`config.mk`:
```
export PLATFORM = sky130hd
export DESIGN_NAME = mem_arbiter
export DESIGN_NICKNAME = d
export VERILOG_FILES = /design/src/rtl/mem_arb_pkg.sv /design/src/rtl/mem_arb_timer.sv /design/src/rtl/mem_arbiter.sv
export SDC_FILE = /design/constraint.sdc
export NUM_CORES = 1
export LEC_CHECK = 0
export CORE_ASPECT_RATIO = 0.75
export CORE_MARGIN = 10
export CORE_UTILIZATION = 35
export CTS_BUF_LIST = sky130_fd_sc_hd__clkbuf_8
export DETAILED_ROUTE_END_ITERATION = 10
export PLACE_DENSITY = 0.78
export SYNTH_ARGS = -nofsm -noshare
export SYNTH_HDL_FRONTEND = slang
export SYNTH_HIERARCHICAL = 1
export SYNTH_SLANG_ARGS = --single-unit
```
`constraint.sdc`:
```
create_clock -name clk -period 1.2 [get_ports clk]
set_input_delay 0.12 -clock clk [delete_from_list [all_inputs] [get_ports clk]]
set_output_delay 0.12 -clock clk [all_outputs]
set_load 0.03 [all_outputs]
```
`src/rtl/mem_arb_pkg.sv`:
```
// Shared types for the fetch/data memory arbiter.
// Optional abort-on-timeout is enabled by defining MEM_ARB_TIMEOUT_EN.
package mem_arb_pkg;

    typedef enum logic [1:0] {
        IDLE = 2'd0,
        BUSY = 2'd1,
        ACK  = 2'd2
    } arb_state_e;

    localparam logic OWN_FETCH = 1'b0;
    localparam logic OWN_DATA  = 1'b1;

    // Round-robin pick: data wins only if alone or fetch was served last.
    function automatic logic pick_data(input logic f, input logic d,
                                       input logic last);
        return d & (~f | (last == OWN_FETCH));
    endfunction

endpackage

```
`src/rtl/mem_arb_timer.sv`:
```
// BUSY-cycle watchdog for the memory arbiter.
// Only instantiated when MEM_ARB_TIMEOUT_EN is defined.
module mem_arb_timer #(
    parameter int unsigned TIMEOUT_CYCLES = 15
) (
    input  logic clk,
    input  logic reset,
    input  logic start,
    input  logic busy,
    output logic expired
);

    localparam int unsigned W = $clog2(TIMEOUT_CYCLES + 1);
    localparam logic [W-1:0] LIMIT = W'(TIMEOUT_CYCLES - 1);

    logic [W-1:0] cnt_d;
    logic [W-1:0] cnt_q;

    always_comb begin
        cnt_d = cnt_q;
        if (start) begin
            cnt_d = '0;
        end else if (busy) begin
            cnt_d = cnt_q + W'(1);
        end
    end

    always_ff @(posedge clk) begin
        if (reset) begin
            cnt_q <= '0;
        end else begin
            cnt_q <= cnt_d;
        end
    end

    // cnt_q holds the number of BUSY cycles already completed
    assign expired = busy & (cnt_q == LIMIT);

endmodule

```
`src/rtl/mem_arbiter.sv`:
```
// Round-robin arbiter sharing one memory port between fetch and data.
// Define MEM_ARB_TIMEOUT_EN to abort BUSY after TIMEOUT_CYCLES without MOC.
module mem_arbiter #(
    parameter int unsigned TIMEOUT_CYCLES = 15
) (
    input  logic        clk,
    input  logic        reset,
    input  logic        f_req,
    input  logic [31:0] f_addr,
    output logic        f_ack,
    input  logic        d_req,
    input  logic        d_rw,
    input  logic        d_byte,
    input  logic [31:0] d_addr,
    output logic        d_ack,
    output logic        memEnable,
    output logic        RW,
    output logic        mem_byte,
    output logic [31:0] mem_addr,
    input  logic        MOC,
    output logic        owner,
    output logic        timeout_err
);

    import mem_arb_pkg::*;

    arb_state_e  state_d, state_q;
    logic        mem_en_d, mem_en_q;
    logic        rw_d, rw_q;
    logic        byte_d, byte_q;
    logic [31:0] addr_d, addr_q;
    logic        owner_d, owner_q;
    logic        last_d, last_q;
    logic        f_ack_d, f_ack_q;
    logic        d_ack_d, d_ack_q;
    logic        terr_d, terr_q;
    logic        grant;
    logic        start;
    logic        timeout;

    always_comb begin
        state_d  = state_q;
        mem_en_d = mem_en_q;
        rw_d     = rw_q;
        byte_d   = byte_q;
        addr_d   = addr_q;
        owner_d  = owner_q;
        last_d   = last_q;
        f_ack_d  = 1'b0;
        d_ack_d  = 1'b0;
        terr_d   = 1'b0;
        grant    = 1'b0;
        start    = 1'b0;
        unique case (state_q)
            IDLE: begin
                mem_en_d = 1'b0;
                if (f_req | d_req) begin
                    grant    = pick_data(f_req, d_req, last_q);
                    start    = 1'b1;
                    state_d  = BUSY;
                    mem_en_d = 1'b1;
                    owner_d  = grant;
                    addr_d   = grant ? d_addr : f_addr;
                    rw_d     = grant & d_rw;
                    byte_d   = grant & d_byte;
                end
            end
            BUSY: begin
                // MOC takes priority over a coincident timeout
                if (MOC | timeout) begin
                    state_d  = ACK;
                    mem_en_d = 1'b0;
                    f_ack_d  = (owner_q == OWN_FETCH);
                    d_ack_d  = (owner_q == OWN_DATA);
                    terr_d   = ~MOC;
                end
            end
            ACK: begin
                state_d  = IDLE;
                mem_en_d = 1'b0;
                last_d   = owner_q;
            end
            default: begin
                state_d  = IDLE;
                mem_en_d = 1'b0;
            end
        endcase
    end

    always_ff @(posedge clk) begin
        if (reset) begin
            state_q  <= IDLE;
            mem_en_q <= 1'b0;
            rw_q     <= 1'b0;
            byte_q   <= 1'b0;
            addr_q   <= '0;
            owner_q  <= OWN_FETCH;
            last_q   <= OWN_DATA;
            f_ack_q  <= 1'b0;
            d_ack_q  <= 1'b0;
            terr_q   <= 1'b0;
        end else begin
            state_q  <= state_d;
            mem_en_q <= mem_en_d;
            rw_q     <= rw_d;
            byte_q   <= byte_d;
            addr_q   <= addr_d;
            owner_q  <= owner_d;
            last_q   <= last_d;
            f_ack_q  <= f_ack_d;
            d_ack_q  <= d_ack_d;
            terr_q   <= terr_d;
        end
    end

`ifdef MEM_ARB_TIMEOUT_EN
    mem_arb_timer #(
        .TIMEOUT_CYCLES(TIMEOUT_CYCLES)
    ) u_timer (
        .clk    (clk),
        .reset  (reset),
        .start  (start),
        .busy   (state_q == BUSY),
        .expired(timeout)
    );
    assign timeout_err = terr_q;
`else
    assign timeout     = 1'b0;
    assign timeout_err = 1'b0;
`endif

    assign memEnable = mem_en_q;
    assign RW        = rw_q;
    assign mem_byte  = byte_q;
    assign mem_addr  = addr_q;
    assign owner     = owner_q;
    assign f_ack     = f_ack_q;
    assign d_ack     = d_ack_q;

endmodule

```
Word level (Yosys, flattened, before mapping) --
Index checks and enable logic that the tools add are counted. Widths: inputs -> output; s select.
Word-level totals: bits in read-only memories 0, logic and storage cells 34, memory bits (writable) 0, bits in latches 0, output and inout port bits 39, memories kept 0, input port bits 71, register bits after elaboration 41
Cells by class: magnitude comparators 0, bitwise logic cells 10, shift-type cells 0, reduce and logical (&&, ||, !) cells 4, $mul 0, multiplexer cells 7, eq/ne operators 4, add/sub/neg operators 0, divide/modulo/power cells 0
Operators with widths (count):
- $mux 32 | 1
- $not 1->1 | 5
- $mux 2 | 2
- $ne 2x2->1 const B | 2
- $pmux 2 s2 | 1
- $reduce_and 2->1 | 2
- $and 1x1->1 | 3
- $reduce_or 3->1 | 1
- $eq 2x1->1 const B | 1
- $eq 2x2->1 const B | 1
- $logic_not 2->1 | 1
- $mux 1 | 2
- $or 1x1->1 | 2
- $pmux 1 s2 | 1

Logic depth before layout (Yosys ltp) --
Gate-level depths: netlist of the first run.
depth after elaboration 4, mapped depth 5, depth with buffers taken out 3

Worst setup path before layout of the first run --
OpenSTA, ideal clock, no wires.
path type reg-to-reg, start point register state_q[1], end point register addr_q[5] (netlist: mem_addr[5]), stages on the path, launching flop included 5, library setup time 0.135 ns, data arrival time 1.062 ns, required time 1.065 ns, clock period less this slack 1.197 ns, setup slack 0.003 ns, buffers on the path 1, path through dfxtp_1 or2_2 nor2_4 buf_4 a311oi_2
Between the ends: word-level cells in the longest chain between the ends 2
Ends and longest elaborated chain:
- from (decl) | RTL line mem_arbiter.sv:27 | arb_state_e state_d, state_q;
- from (signal assigned) | RTL line mem_arbiter.sv:103 | state_q <= state_d;
- $logic_not 2->1 | RTL line mem_arbiter.sv:54 | unique case (state_q)
- $reduce_and 2->1 (no line)
- to (signal assigned) | RTL line mem_arbiter.sv:107 | addr_q <= addr_d;
- to (decl) | RTL line mem_arbiter.sv:31 | logic [31:0] addr_d, addr_q;
Every way passes these cells. A chain may end at the register's enable or synchronous reset.

Worst setup path after layout of the first run --
start point register state_q[0], end point register mem_en_q (netlist: memEnable)
Between the ends: word-level cells in the longest chain between the ends 2, elaborated cells between the ends (all ways) 4, classes of those cells eq/ne: 2; mux: 1; reduce/logical: 1
Ends and longest elaborated chain:
- $eq 2x1->1 or $logic_not 2->1 (tied branches) | RTL line mem_arbiter.sv:54
- $pmux 1 s2 or $ne 2x2->1 (tied branches)
- to (signal assigned) | RTL line mem_arbiter.sv:104 | mem_en_q <= mem_en_d;
- to (decl) | RTL line mem_arbiter.sv:28 | logic mem_en_d, mem_en_q;
Parallel ways exist; a longest one is shown, timed or not.

==> results of run 1 <==
through the flow:
stage / hold WS (ns) / instances / setup TNS (ns) / power, mW / setup WS, ns
after floorplan: 0.273 / 219 / 0 / 2.31 / 0.00268
after global placement: 0.465 / 391 / -17.08 / 3.01 / -0.505
after detailed placement: 0.469 / 391 / -18.32 / 3.03 / -0.557
after CTS: 0.399 / 421 / -0.704 / 4.19 / -0.0707
after global routing: 0.408 / 420 / -2.05 / 4.49 / -0.129
final: 0.406 / 420 / -0.812 / 4.29 / -0.0629
worst max-delay path, cell delays in order, from the launching register on:
cell,delay [ns]
dfxtp_2,0.34
buf_6,0.11
buf_6,0.08
or3b_1,0.35
or2_0,0.20
a21oi_1,0.11
area by class of cell:
class                      instances  area, sq um
clock buffer                       6         82.6
tap                               72         90.1
sequential                        41          825
timing repair buffer             142         1680
fill                             356         1210
inverter                           3         11.3
clock inverter                     1         3.75
multi-input combinational        155         1140
per-layer routing:
layer / share of wire [%] / GRT usage (%) / vias to the layer above
li1: - / - / 1045
met1: 44 / 22.1 / 1058
met2: 45 / 26.8 / 104
met3: 9.8 / 6.79 / 10
met4: 1.6 / 3.38 / 0
met5: 0 / 0 / -
how the worst max path moves through the flow:
| stage | cells past startpoint | to | start | slack, ns |
|---|---|---|---|---|
| 6_report | 5 | memEnable | state_q[0] | -0.06 |
| 5_1_grt | 5 | memEnable | state_q[0] | -0.13 |
| 4_1_cts | 5 | memEnable | state_q[0] | -0.07 |
| 3_5_place_dp | 4 | mem_addr[2] | d_req | -0.56 |
| 3_3_place_gp | 4 | mem_addr[5] | d_req | -0.51 |
| 2_1_floorplan | 4 | mem_addr[5] | state_q[1] | 0.003 |
synth_stat cells, types with 2 or more instances:
| master | count |
|---|---|
| a311oi_2 | 4 |
| dfxtp_1 | 41 |
| inv_1 | 3 |
| buf_6 | 4 |
| nand2_1 | 66 |
| buf_4 | 10 |
| clkbuf_1 | 4 |
| nand2b_1 | 2 |
| a311oi_1 | 28 |
| buf_2 | 3 |
| nor2b_1 | 3 |
| a21oi_1 | 35 |
| o32ai_1 | 2 |
state kept, by name, summed over array words and instances (netlist names):
register and cells:
mem_byte 1, memEnable 1, RW 1, state_q 2, mem_addr 32, last_q 1, owner 1, d_ack 1
f_ack 1
power by group:
group	total, mW	internal, mW	leakage, nW	switching, mW
registers	1.62	1.51	0.340	0.113
clock network	0.897	0.448	0.0485	0.448
logic	1.77	0.917	1.15	0.856
logic make-up after synthesis:
logic type             count (synthesis)  synth area share [%]
AOI/OAI and AO/OA                     73                  28.9
buffers and inverters                 24                  8.62
DFF                                   41                  43.8
other                                  1                 0.200
and+or+nand+nor                       80                  18.5
timing repair:
action / 4_1_cts / 5_1_grt
resized for setup: 68 / 68
endpoints found under the setup margin: 63 / 45
buffers inserted: 14 / 2
pin swaps: 29 / 26
gates cloned: 9 / 2
==> run summary, run 1 <==
CP arrival = 1.48 ns
Reg clk slew, reported paths = 0.08 ns
part of the Yosys area used for sequential elements = 43.8%
synthesized flop and latch total = 41
Final Core Density = 76.0%
area of all placed cells without fillers = 3830 sq um
HP Class = in -> reg
proportion of layout cells with a drive suffix above 1 = 33.3%
clock root cell = clkbuf_8
final number of setup-violating endpoints = 33
port bufs = 108
syn avg cell area = 8.55 sq um
vias = 2217
GR Util All Layers = 17.3%
die height = 83.4 microns
commonest non-fill, non-tap cells in the layout = 68 x clkdlybuf4s50_1, 49 x nand2_1, 38 x dfxtp_1
final hold viol count = 0
status = complete, but fails checks
Clk Latency, worst-skew pair = 0.28 ns
ANT nets after route = 0
routability cong. = 0.750
Netlist cell types = 27
CP Max Fanout = 3
Post-Syn Instances = 219
Achievable Freq = 0.792 GHz
Inserted Clock Buffers = 5
clk sink count = 41
Cell Area, Synth = 1870 sq um
R2R Setup Slk = -0.06 ns
Overflow after GRT = 0
violated checks = negative setup slack
Top FF cell, synth = dfxtp_1
slack of the critical path = -0.0629 ns
number of synthesized flops with an enable pin = 0
CTS hold repair buffers = 0
Worst R2R Path Depth = 5
clk buf depth = 2
max cap viols = 0
Tmin final = 1.26 ns
vias per cell = 5.28
post-synth top area share = 43.8%
crit path kind = reg -> reg
DRC Markers = 0
crit path launch type = flop
H-tree Lvls = 2
beginning of the worst hold path = f_addr[7]
final WL = 8150 microns
CTS tree = done
Nets = 419
vias in the first global route = 2242
Syn Nets = 290
detailed placer's ending HPWL = 5060 microns
Worst setup EP type = flop
commonest non-fill, non-tap cell in the layout = clkdlybuf4s50_1
Crit path required time = 1.42 ns
ys async rst share = 0%
starting density of the core = 37.2%
RR Endpoint = memEnable
Core ar. = 5040 sq um
Synth area leader = dfxtp_1
Die X = 104 microns
Layout area overhead = 104%
Synth area leaders = dfxtp_1 44%, nand2_1 13%, a311oi_1 13%, a21oi_1 9.4%, buf_4 4.0%
hold path depth = 3
DR WL/cell = 19.4 microns
row cnt = 22
dpl cell area = 3140 sq um
I/O pin cnt = 110
number of DRC markers after the initial detailed-route iteration = 101
number of diodes = 0
first-pass iteration count of the detailed router = 4
Hold Path Sink = mem_addr[7]
R2R Path Start = state_q[0]
RSZ-0062 raised after global routing = true
pwr/cell area = 1120 nW/um^2
max-slew violation count = 0
period utilization = 105%
Clock Skew = 0.00480 ns
yosys warns = 6
initial antenna violation count = 0
Leakage Power = 1.53 nW
largest net degree at the start of global routing = 22
Max VDD drop = 0.861 mV
first-pass GRT wire length = 12400 microns
total die area = 8710 sq um
Note: power is estimated with default switching activity, not from simulation.
==> run 2, diff against run 1 <==
CORE_ASPECT_RATIO = 1.2   (was 0.75)
SLEW_MARGIN = 20   (was default)
==> run 2 against run 1 <==
The flow still finishes with violations (negative setup slack); worst hold slack worse by 0.011 ns; final cell count is 2.6% lower; core utilization is 8.5 points lower; routed wire length is 5.7% lower; die area shrank 0.21%; critical path type unchanged; highest routed layer unchanged.
==> run summary, run 2 (synthesis results as in run 1) <==
Final Core Density = 67.5% (-8.5 points)
Leakage Power = 1.50 nW (-2.6%)
sequence of cells on the critical path = or2_4 > nor2_4 > clkbuf_16 > a311oi_2
first-pass GRT wire length = 11400 microns (-7.5%)
CTS hold repair buffers = 0 (unchanged)
vias per cell = 5.31 (+0.65%)
Clk Latency, worst-skew pair = 0.29 ns (about the same)
violated checks = negative setup slack
Core ar. = 5230 sq um (+3.7%)
starting density of the core = 35.8% (-1.3 points)
H-tree Lvls = 2 (unchanged)
CP Capture Point = mem_addr[23]
CP Max Fanout = 8 (+5)
total die area = 8690 sq um (-0.21%)
DRC Markers = 0 (unchanged)
Reg clk slew, reported paths = 0.08 ns (about the same)
ANT nets after route = 0 (unchanged)
Pwr Total = 4.01 mW (-6.6%)
first-pass iteration count of the detailed router = 4 (unchanged)
Place WS = -0.619 ns (-0.0622 ns)
Nets = 417 (-0.48%)
max FFs per register = 32 (unchanged)
largest net degree at the start of global routing = 29 (+32%)
Slowest-stage cell, CP = dfxtp_2
status = complete, but fails checks
dpl cell area = 3060 sq um (-2.6%)
detailed placer's ending HPWL = 5000 microns (-1.3%)
final number of setup-violating endpoints = 19 (-42%)
final hold viol count = 0 (unchanged)
RSZ-0062 raised after global routing = true
commonest non-fill, non-tap cell in the layout = clkdlybuf4s50_1
max-slew violation count = 0 (unchanged)
worst setup path start = state_q[1]
commonest non-fill, non-tap cells in the layout = 68 x clkdlybuf4s50_1, 50 x nand2_1, 38 x dfxtp_1
Achievable Freq = 0.807 GHz (+1.9%)
CTS tree = done
Clock Skew = 0.00534 ns (+0.000546 ns)
routability cong. = 0.749 (-0.21%)
vias = 2173 (-2.0%)
period utilization = 103% (-2.0 points)
Inserted Clock Buffers = 5 (unchanged)
number of diodes = 0 (unchanged)
crit path kind = reg -> reg
fillcell total = 428 (+20%)
slack of the critical path = -0.0393 ns (+0.0236 ns)
beginning of the worst hold path = d_addr[25]
clock root cell = clkbuf_8
R2R Setup Slk = -0.04 ns (+0.02 ns)
initial antenna violation count = 0 (unchanged)
port bufs = 108 (unchanged)
GR Util All Layers = 16.2% (-1.1 points)
Overflow after GRT = 0 (unchanged)
proportion of layout cells with a drive suffix above 1 = 25.1% (-8.3 points)
Tmin final = 1.24 ns (-0.0236 ns)
Worst R2R Path Depth = 4 (-1)
I/O pin cnt = 110 (unchanged)
Die X = 86.8 microns (-17%)
max cap viols = 0 (unchanged)
CP arrival = 1.41 ns (-0.07 ns)
clk buf depth = 2 (unchanged)
Crit path required time = 1.37 ns (-0.05 ns)
Max VDD drop = 0.538 mV (-37%)
number of DRC markers after the initial detailed-route iteration = 109 (+7.9%)
vias in the first global route = 2176 (-2.9%)
clk sink count = 41 (unchanged)
R2R Path Start = state_q[1]
die height = 100 microns (+20%)
Worst path max stage delay = 0.32 ns (-0.03 ns)
pwr/cell area = 1140 nW/um^2 (+1.3%)
row cnt = 29 (+32%)
crit path launch type = flop
Layout area overhead = 88.3%
Worst setup EP type = flop
setup TNS = -0.408 ns (+0.404 ns)
area of all placed cells without fillers = 3530 sq um (-7.8%)
HP Class = in -> reg
RR Endpoint = mem_addr[23]
DR WL/cell = 18.8 microns (-3.2%)
final WL = 7680 microns (-5.7%)
## run 2: how the worst min path moves through the flow
stage                   end  slack, ns  depth (start not counted)
6_report       mem_addr[25]       0.40                          3
5_1_grt         mem_addr[8]       0.40                          3
4_1_cts        mem_addr[25]       0.39                          3
3_5_place_dp       mem_byte       0.47                          2
3_3_place_gp       mem_byte       0.46                          2
2_1_floorplan   mem_addr[9]       0.27                          2
## run 2: repair_timing
item | CTS | global route
gates resized for setup | 71 | 28
endpoints found under the setup margin | 67 | 41
gates cloned | 5 | 5
setup buffers | 8 | 4
pin swaps | 39 | 21
## run 2: where the power goes
group | total (mW) | internal [mW] | switching (mW) | leakage, nW
Sequential | 1.59 | 1.50 | 0.0806 | 0.340
Combinational | 1.58 | 0.766 | 0.810 | 1.10
Clock | 0.844 | 0.388 | 0.456 | 0.0519
Total | 4.01 | 2.66 | 1.35 | 1.50
## run 2: layout make-up
type / count / area [sq um] / area share, %
Tap cell: 62 / 77.6 / 2.20
Inverter: 3 / 11.3 / 0.319
Sequential cell: 41 / 825 / 23.4
Timing Repair Buffer: 140 / 1480 / 42.1
Multi-Input combinational cell: 155 / 1050 / 29.8
Clock buffer: 5 / 68.8 / 1.95
Clock inverter: 3 / 11.3 / 0.319
## run 2: metal layers
layer | wire length (microns) | vias to the layer above | track usage [%]
met3 | 677 | 15 | 6.32
li1 | - | 1035 | -
met4 | 93 | 0 | 4.99
met1 | 2930 | 1029 | 17.0
met5 | 0 | - | 0
met2 | 3980 | 94 | 28.7
## run 2: through the flow
stage / hold WS (ns) / std cells
2_1_floorplan: 0.273 / 219
3_3_place_gp: 0.459 / 382
3_5_place_dp: 0.471 / 382
4_1_cts: 0.385 / 403
5_1_grt: 0.405 / 409
6_report: 0.396 / 409
## run 2: worst max-delay path: cells and delay by family, from the launching register on
family / cells / cell delay, ns
AO/OA/AOI/OAI: 1 / 0.09
AND/OR/NAND/NOR: 2 / 0.49
flip-flops: 1 / 0.32
buffers and inverters: 1 / 0.22
